## src/rtl/track_mixer.sv

```systemverilog
// Sequential multi-track mixer: captures one sample per channel on request,
// applies gain/mute, accumulates one channel per clock, emits a saturated mix.
module track_mixer #(
  parameter int WORD_WIDTH = 8,
  parameter int CHANNELS   = 8,
  parameter int GAIN_WIDTH = 4,
  parameter int GAIN_SHIFT = 3
) (
  input  logic                             clk,
  input  logic                             rst,
  input  logic                             sample_req,
  input  logic [CHANNELS*WORD_WIDTH-1:0]   din,
  input  logic [CHANNELS*GAIN_WIDTH-1:0]   gain,
  input  logic [CHANNELS-1:0]              mute,
  output logic signed [WORD_WIDTH-1:0]     dout,
  output logic                             dout_valid,
  output logic                             busy,
  output logic                             clip,
  output logic                             overrun
);

  localparam int IW = $clog2(CHANNELS);
  localparam int PW = WORD_WIDTH + GAIN_WIDTH + 1;
  localparam int AW = WORD_WIDTH + GAIN_WIDTH + IW + 1;

  typedef enum logic [1:0] {IDLE, ACCUM, DONE} state_t;

  state_t state, state_next;

  logic signed [WORD_WIDTH-1:0] din_q [CHANNELS];
  logic        [GAIN_WIDTH-1:0] gain_q [CHANNELS];
  logic        [CHANNELS-1:0]   mute_q;
  logic        [IW-1:0]         idx;
  logic signed [AW-1:0]         acc;

  logic                         capture;
  logic                         last;
  logic signed [PW-1:0]         prod;
  logic signed [AW-1:0]         acc_next;
  logic signed [AW-1:0]         res;
  logic [AW-WORD_WIDTH:0]       res_hi;
  logic                         sat;
  logic signed [WORD_WIDTH-1:0] res_sat;

  assign capture = sample_req && (state != ACCUM);
  assign last    = (idx == IW'(CHANNELS - 1));
  assign busy    = (state != IDLE);

  always_comb begin
    state_next = state;
    case (state)
      IDLE:    if (sample_req) state_next = ACCUM;
      ACCUM:   if (last) state_next = DONE;
      DONE:    state_next = sample_req ? ACCUM : IDLE;
      default: state_next = IDLE;
    endcase
  end

  // Result is formed from acc plus the final product so that dout is already
  // registered while the state register shows DONE.
  always_comb begin
    prod = '0;
    if (!mute_q[idx]) begin
      prod = $signed({{(GAIN_WIDTH + 1){din_q[idx][WORD_WIDTH-1]}}, din_q[idx]})
           * $signed({{WORD_WIDTH{1'b0}}, 1'b0, gain_q[idx]});
    end
    acc_next = acc + {{(AW - PW){prod[PW-1]}}, prod};
    res      = acc_next >>> GAIN_SHIFT;
    res_hi   = res[AW-1:WORD_WIDTH-1];
    sat      = !((&res_hi) || (~|res_hi));
    if (!sat)
      res_sat = res[WORD_WIDTH-1:0];
    else if (res[AW-1])
      res_sat = {1'b1, {(WORD_WIDTH - 1){1'b0}}};
    else
      res_sat = {1'b0, {(WORD_WIDTH - 1){1'b1}}};
  end

  always_ff @(posedge clk or negedge rst) begin
    if (!rst) state <= IDLE;
    else      state <= state_next;
  end

  always_ff @(posedge clk or negedge rst) begin
    if (!rst) begin
      for (int unsigned i = 0; i < CHANNELS; i++) begin
        din_q[i]  <= '0;
        gain_q[i] <= '0;
      end
      mute_q     <= '0;
      idx        <= '0;
      acc        <= '0;
      dout       <= '0;
      dout_valid <= 1'b0;
      clip       <= 1'b0;
      overrun    <= 1'b0;
    end else begin
      dout_valid <= 1'b0;
      clip       <= 1'b0;
      overrun    <= sample_req && (state == ACCUM);
      if (capture) begin
        for (int unsigned i = 0; i < CHANNELS; i++) begin
          din_q[i]  <= din[i*WORD_WIDTH +: WORD_WIDTH];
          gain_q[i] <= gain[i*GAIN_WIDTH +: GAIN_WIDTH];
        end
        mute_q <= mute;
        idx    <= '0;
        acc    <= '0;
      end else if (state == ACCUM) begin
        acc <= acc_next;
        idx <= idx + IW'(1);
        if (last) begin
          dout       <= res_sat;
          dout_valid <= 1'b1;
          clip       <= sat;
        end
      end
    end
  end

endmodule

```

## config.mk

```make
export PLATFORM = sky130hd
export DESIGN_NAME = track_mixer
export DESIGN_NICKNAME = d
export VERILOG_FILES = /design/src/rtl/track_mixer.sv
export SDC_FILE = /design/constraint.sdc
export NUM_CORES = 1
export LEC_CHECK = 0
export ABC_CLOCK_PERIOD_IN_PS = 7900
export CAP_MARGIN = 20
export CORE_MARGIN = 1
export CORE_UTILIZATION = 50
export DETAILED_ROUTE_END_ITERATION = 10
export PLACE_DENSITY = 0.8
export SYNTH_ARGS = -nofsm -noshare
export SYNTH_HDL_FRONTEND = slang
export SYNTH_SLANG_ARGS = --single-unit
```

## constraint.sdc

```tcl
create_clock -name clk -period 7.9 [get_ports clk]
set_clock_uncertainty 0.1 [all_clocks]
set_input_delay 1.185 -clock clk [delete_from_list [all_inputs] [get_ports clk]]
set_output_delay 1.185 -clock clk [all_outputs]
set_load 0.01 [all_outputs]
```

==> results_dict.tcl, run 1 <==
set metrics [dict create \
    status "completed" \
    initial_core_util 0.517 \
    grt.overflow.total 0 \
    htree_levels 4 \
    cts_buffers 17 \
    core-area_mm2 0.0154 \
    synthDistinctLibCells 58 \
    finalHoldViolCount 0 \
    final_max_slew_viol_count 0 \
    end_kind "flop" \
    yosysTopAreaCellShare 0.428 \
    rrSetupSlack_ps 520 \
    rsz0062_at_grt "no" \
    whs_ps 396 \
    drc_errors 0 \
    final_layout_size_suffix_gt1_frac 0.251 \
    cp_num_buf_inv 4 \
    clk_pin_slew_ps 70 \
    fin_crit_sh 0.934 \
    tightest_slew_ps 1120 \
    root_buffer "clkbuf_16" \
    antenna_found_initial 1 \
    ant_nets 0 \
    cts_hold_buf 0 \
    critPathMaxStageDelay_ps 530 \
    dr.pass1.iters 5 \
    routedWlPerCell_um 18.5 \
    synth-seq-area-share 0.428 \
    fin_tns_setup_ps 0 \
    setup_viol 0 \
    syn_area_mm2 0.00795 \
    ios 119 \
    track_usage 0.240 \
    cts_tree "built" \
    die-area_mm2 0.0164 \
    slew_headroom 0.250 \
    fp.dieW_um 128 \
    syn_to_final_growth_pct 26.1 \
    hp-class "reg -> reg" \
    synth_ff_type "dfrtp_1" \
    async_reset_ff_frac 1.00 \
    synth_common_cells "dfrtp_1 (136), mux2_2 (106), inv_1 (47)" \
    yosysTopAreaCell "dfrtp_1" \
    synthTopCellsByArea "dfrtp_1 (43%), mux2_2 (15%), mux4_2 (6.8%), ha_1 (6.1%), fa_1 (4.5%)" \
    crit_fanout 22 \
    critical_path_class "reg -> reg" \
    clockBufferDepth 2 \
    synthCells 658 \
    fmaxAchievable_ghz 0.135 \
    clock_latency_ps 420 \
    final_nets 944 \
    grt_max_degree 90 \
    first_global_vias 5915 \
    cts_sinks 136 \
    synth-edff-count 0 \
    cp.required_ps 8090 \
    vias_per_cell 5.50 \
    drtIter0Drc 282 \
    portBuffers 118 \
    synth.most_common_cell "dfrtp_1" \
    drv_cap 0 \
    crit_family "adder cells" \
    syn_avg_cell_area_um2 12.1 \
    syn_nets 822 \
    grt_pass1_wl_um 30000 \
    rows 45 \
    fp.dieH_um 128 \
    ys_ff_latch 136 \
    start_kind "flop" \
    min_period_ps 7380 \
    ys_warn_count 0 \
    drt-total-wl_um 18600 \
    crit_arrival_ps 7570 \
    critPathSlowestCell "fa_1" \
    dp_hpwl_um 13300 \
    gp_congestion 0.885 \
    num_vias 5530 \
]
final cells by class:
cell class / count / area, um2
antenna: 1 / 2.50
fill: 1104 / 5350
inverter: 49 / 184
clock inverter: 13 / 139
multi-input combinational: 444 / 4250
sequential: 136 / 3410
tap: 211 / 264
clock buffer: 19 / 453
timing repair buffer: 132 / 1330
stage by stage:
| step | instances | cell area (um2) | utilization | setup slack [ps] |
|---|---|---|---|---|
| after floorplan | 658 | 7950 | - | 436 |
| after global placement | 967 | 9350 | 0.608 | 525 |
| after detailed placement | 967 | 9350 | 0.608 | 264 |
| after CTS | 999 | 9940 | 0.647 | 136 |
| after global routing | 1005 | 10000 | 0.652 | 31.2 |
| final | 1005 | 10000 | 0.652 | 517 |
cells in the final DEF, fill, tap and decap left out, types with 3 or more instances in the layout:
master and instances:
mux4_2 24, mux2i_1 14, xor2_1 10, clkbuf_16 17, clkdlybuf4s50_1 117, nand3_1 17
nor2_1 44, inv_6 4, nor2b_1 4, dfrtp_1 135, o311ai_1 7, mux2_2 106
o21ai_0 23, ha_1 39, fa_1 18, buf_4 11, or2_2 7, and2_1 4
o21a_1 5, nand2b_1 3, inv_1 47, nor3_1 6, o21bai_1 6, a211oi_1 4
xnor2_1 9, a21o_1 7, clkinv_4 3, a21oi_1 20, nand2_1 31
cells by family after synthesis:
| group | count (synthesis) | share of synthesized area |
|---|---|---|
| flip-flops | 136 | 0.428 |
| buffers and inverters | 78 | 0.0387 |
| AO/OA/AOI/OAI | 92 | 0.0806 |
| XOR/XNOR | 22 | 0.0271 |
| adder cells (fa/ha/maj) | 57 | 0.107 |
| multiplexers | 148 | 0.246 |
| AND/OR/NAND/NOR | 125 | 0.0729 |
worst paths after layout:
path                            startpoint        end  cells past startpoint
worst max-delay path                idx[1]    dout[0]                     28
worst min-delay path               dout[2]    dout[2]                      2
worst max register to register      idx[1]    dout[0]                     28
worst min register to register     dout[2]    dout[2]                      2
max in group asynchronous              rst  din_q[36]                      3
min in group asynchronous              rst    dout[4]                      1
state kept, by name (all words and copies together), names as in the netlist:
| name | flops |
|---|---|
| acc | 16 |
| clip | 1 |
| din_q | 64 |
| dout | 8 |
| dout_valid | 1 |
| gain_q | 32 |
| idx | 3 |
| mute_q | 8 |
| overrun | 1 |
| state | 2 |
worst register-to-register path, delay by kind of cell (launching register included):
family | cells | cell delay, ps
muxes | 2 | 550
AOI/OAI and AO/OA | 8 | 1960
xor gates and xnor gates | 2 | 350
adders and majority gates | 5 | 2040
and+or+nand+nor | 7 | 1080
buffers and inverters | 4 | 670
DFF | 1 | 510
layer usage:
layer,part of all wire,wire length [um],GRT usage,vias to the layer above
met5,0,0,0,-
li1,-,-,-,2606
met3,0.059,1110,0.0710,26
met2,0.50,9240,0.395,140
met4,0.021,388,0.0879,0
met1,0.42,7900,0.301,2758
timing repair:
| item | in CTS | in global routing |
|---|---|---|
| buffers inserted | 0 | 4 |
| endpoints found under the setup margin | 0 | 8 |
| gates resized for setup | 0 | 2 |
Power of run 1 is not shown: default switching activity piles up to over one toggle a cycle in this logic, so the estimate is an artifact.
==> run 2: changes to the inputs <==
--- a/config.mk
+++ b/config.mk
@@ -10,6 +10,7 @@
 export CORE_MARGIN = 1
 export CORE_UTILIZATION = 50
 export DETAILED_ROUTE_END_ITERATION = 10
+export MAX_ROUTING_LAYER = met4
 export PLACE_DENSITY = 0.8
 export SYNTH_ARGS = -nofsm -noshare
 export SYNTH_HDL_FRONTEND = slang
==> run 2 against run 1 <==
Register-to-register slack improved by 60 ps; worst setup slack better by 60 ps; die area is the same; fmax rose by 0.82%; highest routed layer unchanged.
==> results_dict.tcl, run 2 (synthesized netlist as in run 1, its figures left out) <==
set metrics [dict create \
    status "completed" \
    hp-class "reg -> reg" \
    setup_viol 0 \
    antenna_found_initial 1 \
    worstHoldPathCells 2 \
    htree_levels 4 \
    final_cells 1003 \
    critical_path_class "reg -> reg" \
    final_layout_size_suffix_gt1_frac 0.250 \
    drc_errors 0 \
    pre_cts_slack_ps 386 \
    drtIter0Drc 274 \
    fmaxAchievable_ghz 0.137 \
    ant_nets 0 \
    finalHoldViolCount 0 \
    rsz0062_at_grt "no" \
    vias_per_cell 5.54 \
    fp.dieW_um 128 \
    final_common_cell "dfrtp_1" \
    final_cell_mix "dfrtp_1 (135), clkdlybuf4s50_1 (117), mux2_2 (106), inv_1 (47), nor2_1 (44)" \
    clock_latency_ps 430 \
    reg2reg_depth 28 \
    grt_max_degree 83 \
    die-area_mm2 0.0164 \
    track_usage 0.252 \
    critPathSlowestCell "dfrtp_4" \
    start_kind "flop" \
    portBuffers 118 \
    drt-total-wl_um 18700 \
    first_global_vias 5916 \
    crit_arrival_ps 7500 \
    num_vias 5559 \
    slew_headroom 0.348 \
    dp_hpwl_um 13600 \
    largest_reg_flops 64 \
    cts_hold_buf 0 \
    initial_core_util 0.517 \
    critPathMaxStageDelay_ps 600 \
    tightest_slew_ps 978 \
    clockBufferDepth 2 \
    drv_cap 0 \
    multi_input_area_mm2 0.00425 \
    gp_congestion 0.921 \
    crit_fanout 12 \
    final_nets 942 \
    seqCellArea_mm2 0.00341 \
    fin_crit_sh 0.927 \
    cts_tree "built" \
    core-area_mm2 0.0154 \
    rows 45 \
    nFillCells 1119 \
    clk_pin_slew_ps 60 \
    syn_to_final_growth_pct 26.0 \
    cts_sinks 136 \
    ios 119 \
    fin_tns_setup_ps 0 \
    routedWlPerCell_um 18.7 \
    final_max_slew_viol_count 0 \
    fp.dieH_um 128 \
    grt_pass1_wl_um 30400 \
    root_buffer "clkbuf_16" \
    dr.pass1.iters 4 \
    cts_buffers 17 \
    reg_top3 "din_q (64), gain_q (32), acc (16)" \
    cp.required_ps 8080 \
    min_period_ps 7320 \
    dpl.cell_count 968 \
    grt.overflow.total 0 \
    layout_setup_ws_ps 577 \
    top_register "din_q" \
    end_kind "flop" \
]
run 2: cell type report:
type	count	share of cell area
Inverter	49	0.0184
Tap cell	211	0.0263
Clock buffer	17	0.0425
Clock inverter	15	0.0184
Timing Repair Buffer	130	0.130
Sequential cell	136	0.340
Multi-Input combinational cell	444	0.424
Antenna cell	1	0.000250
run 2: repair_timing:
action	CTS	global route
setup buffers	0	1
hold endpoints to repair	0	0
gates resized for setup	0	3
setup endpoints to repair	0	8
run 2: path summary, 6_finish.rpt:
kind	from	endpoint	slack, ps
worst min register to register	dout[6]	dout[6]	390
worst min-delay path	dout[6]	dout[6]	390
max in group asynchronous	rst	idx[0]	6100
worst max-delay path	idx[0]	dout[1]	580
worst max register to register	idx[0]	dout[1]	580
min in group asynchronous	rst	dout[2]	620
run 2: routing by layer:
metal	vias up	share of wire	GRT usage
met4	0	0.025	0.0893
met5	-	0	-
met3	32	0.053	0.0693
met1	2793	0.43	0.313
li1	2592	-	-
met2	142	0.49	0.398
run 2: critical path, delay by kind of cell (launching register included):
kind	cells	cell delay [ps]
AND/OR/NAND/NOR	7	930
XOR/XNOR	2	510
adder cells (fa/ha/maj)	5	2000
multiplexers	2	670
flip-flops	1	600
buffers and inverters	4	500
AO/OA/AOI/OAI	8	1850
run 2: per-stage QoR:
stage	hold slack, ps	util	cell area (um2)
floorplan	363	-	7950
global placement	378	0.609	9360
detailed placement	379	0.609	9360
CTS	393	0.648	9970
global route	419	0.652	10000
finish	390	0.652	10000
Power of run 2 is left out for the same reason.
==> run 3: changes to the inputs <==
--- a/config.mk
+++ b/config.mk
@@ -12,6 +12,8 @@
 export DETAILED_ROUTE_END_ITERATION = 10
 export MAX_ROUTING_LAYER = met4
 export PLACE_DENSITY = 0.8
+export SETUP_SLACK_MARGIN = 0.05
+export SKIP_CTS_REPAIR_TIMING = 1
 export SYNTH_ARGS = -nofsm -noshare
 export SYNTH_HDL_FRONTEND = slang
 export SYNTH_SLANG_ARGS = --single-unit
==> results of run 3 <==
Final layout, timing and power as in run 2 (identical DEF).
Power of run 3 is left out for the same reason.
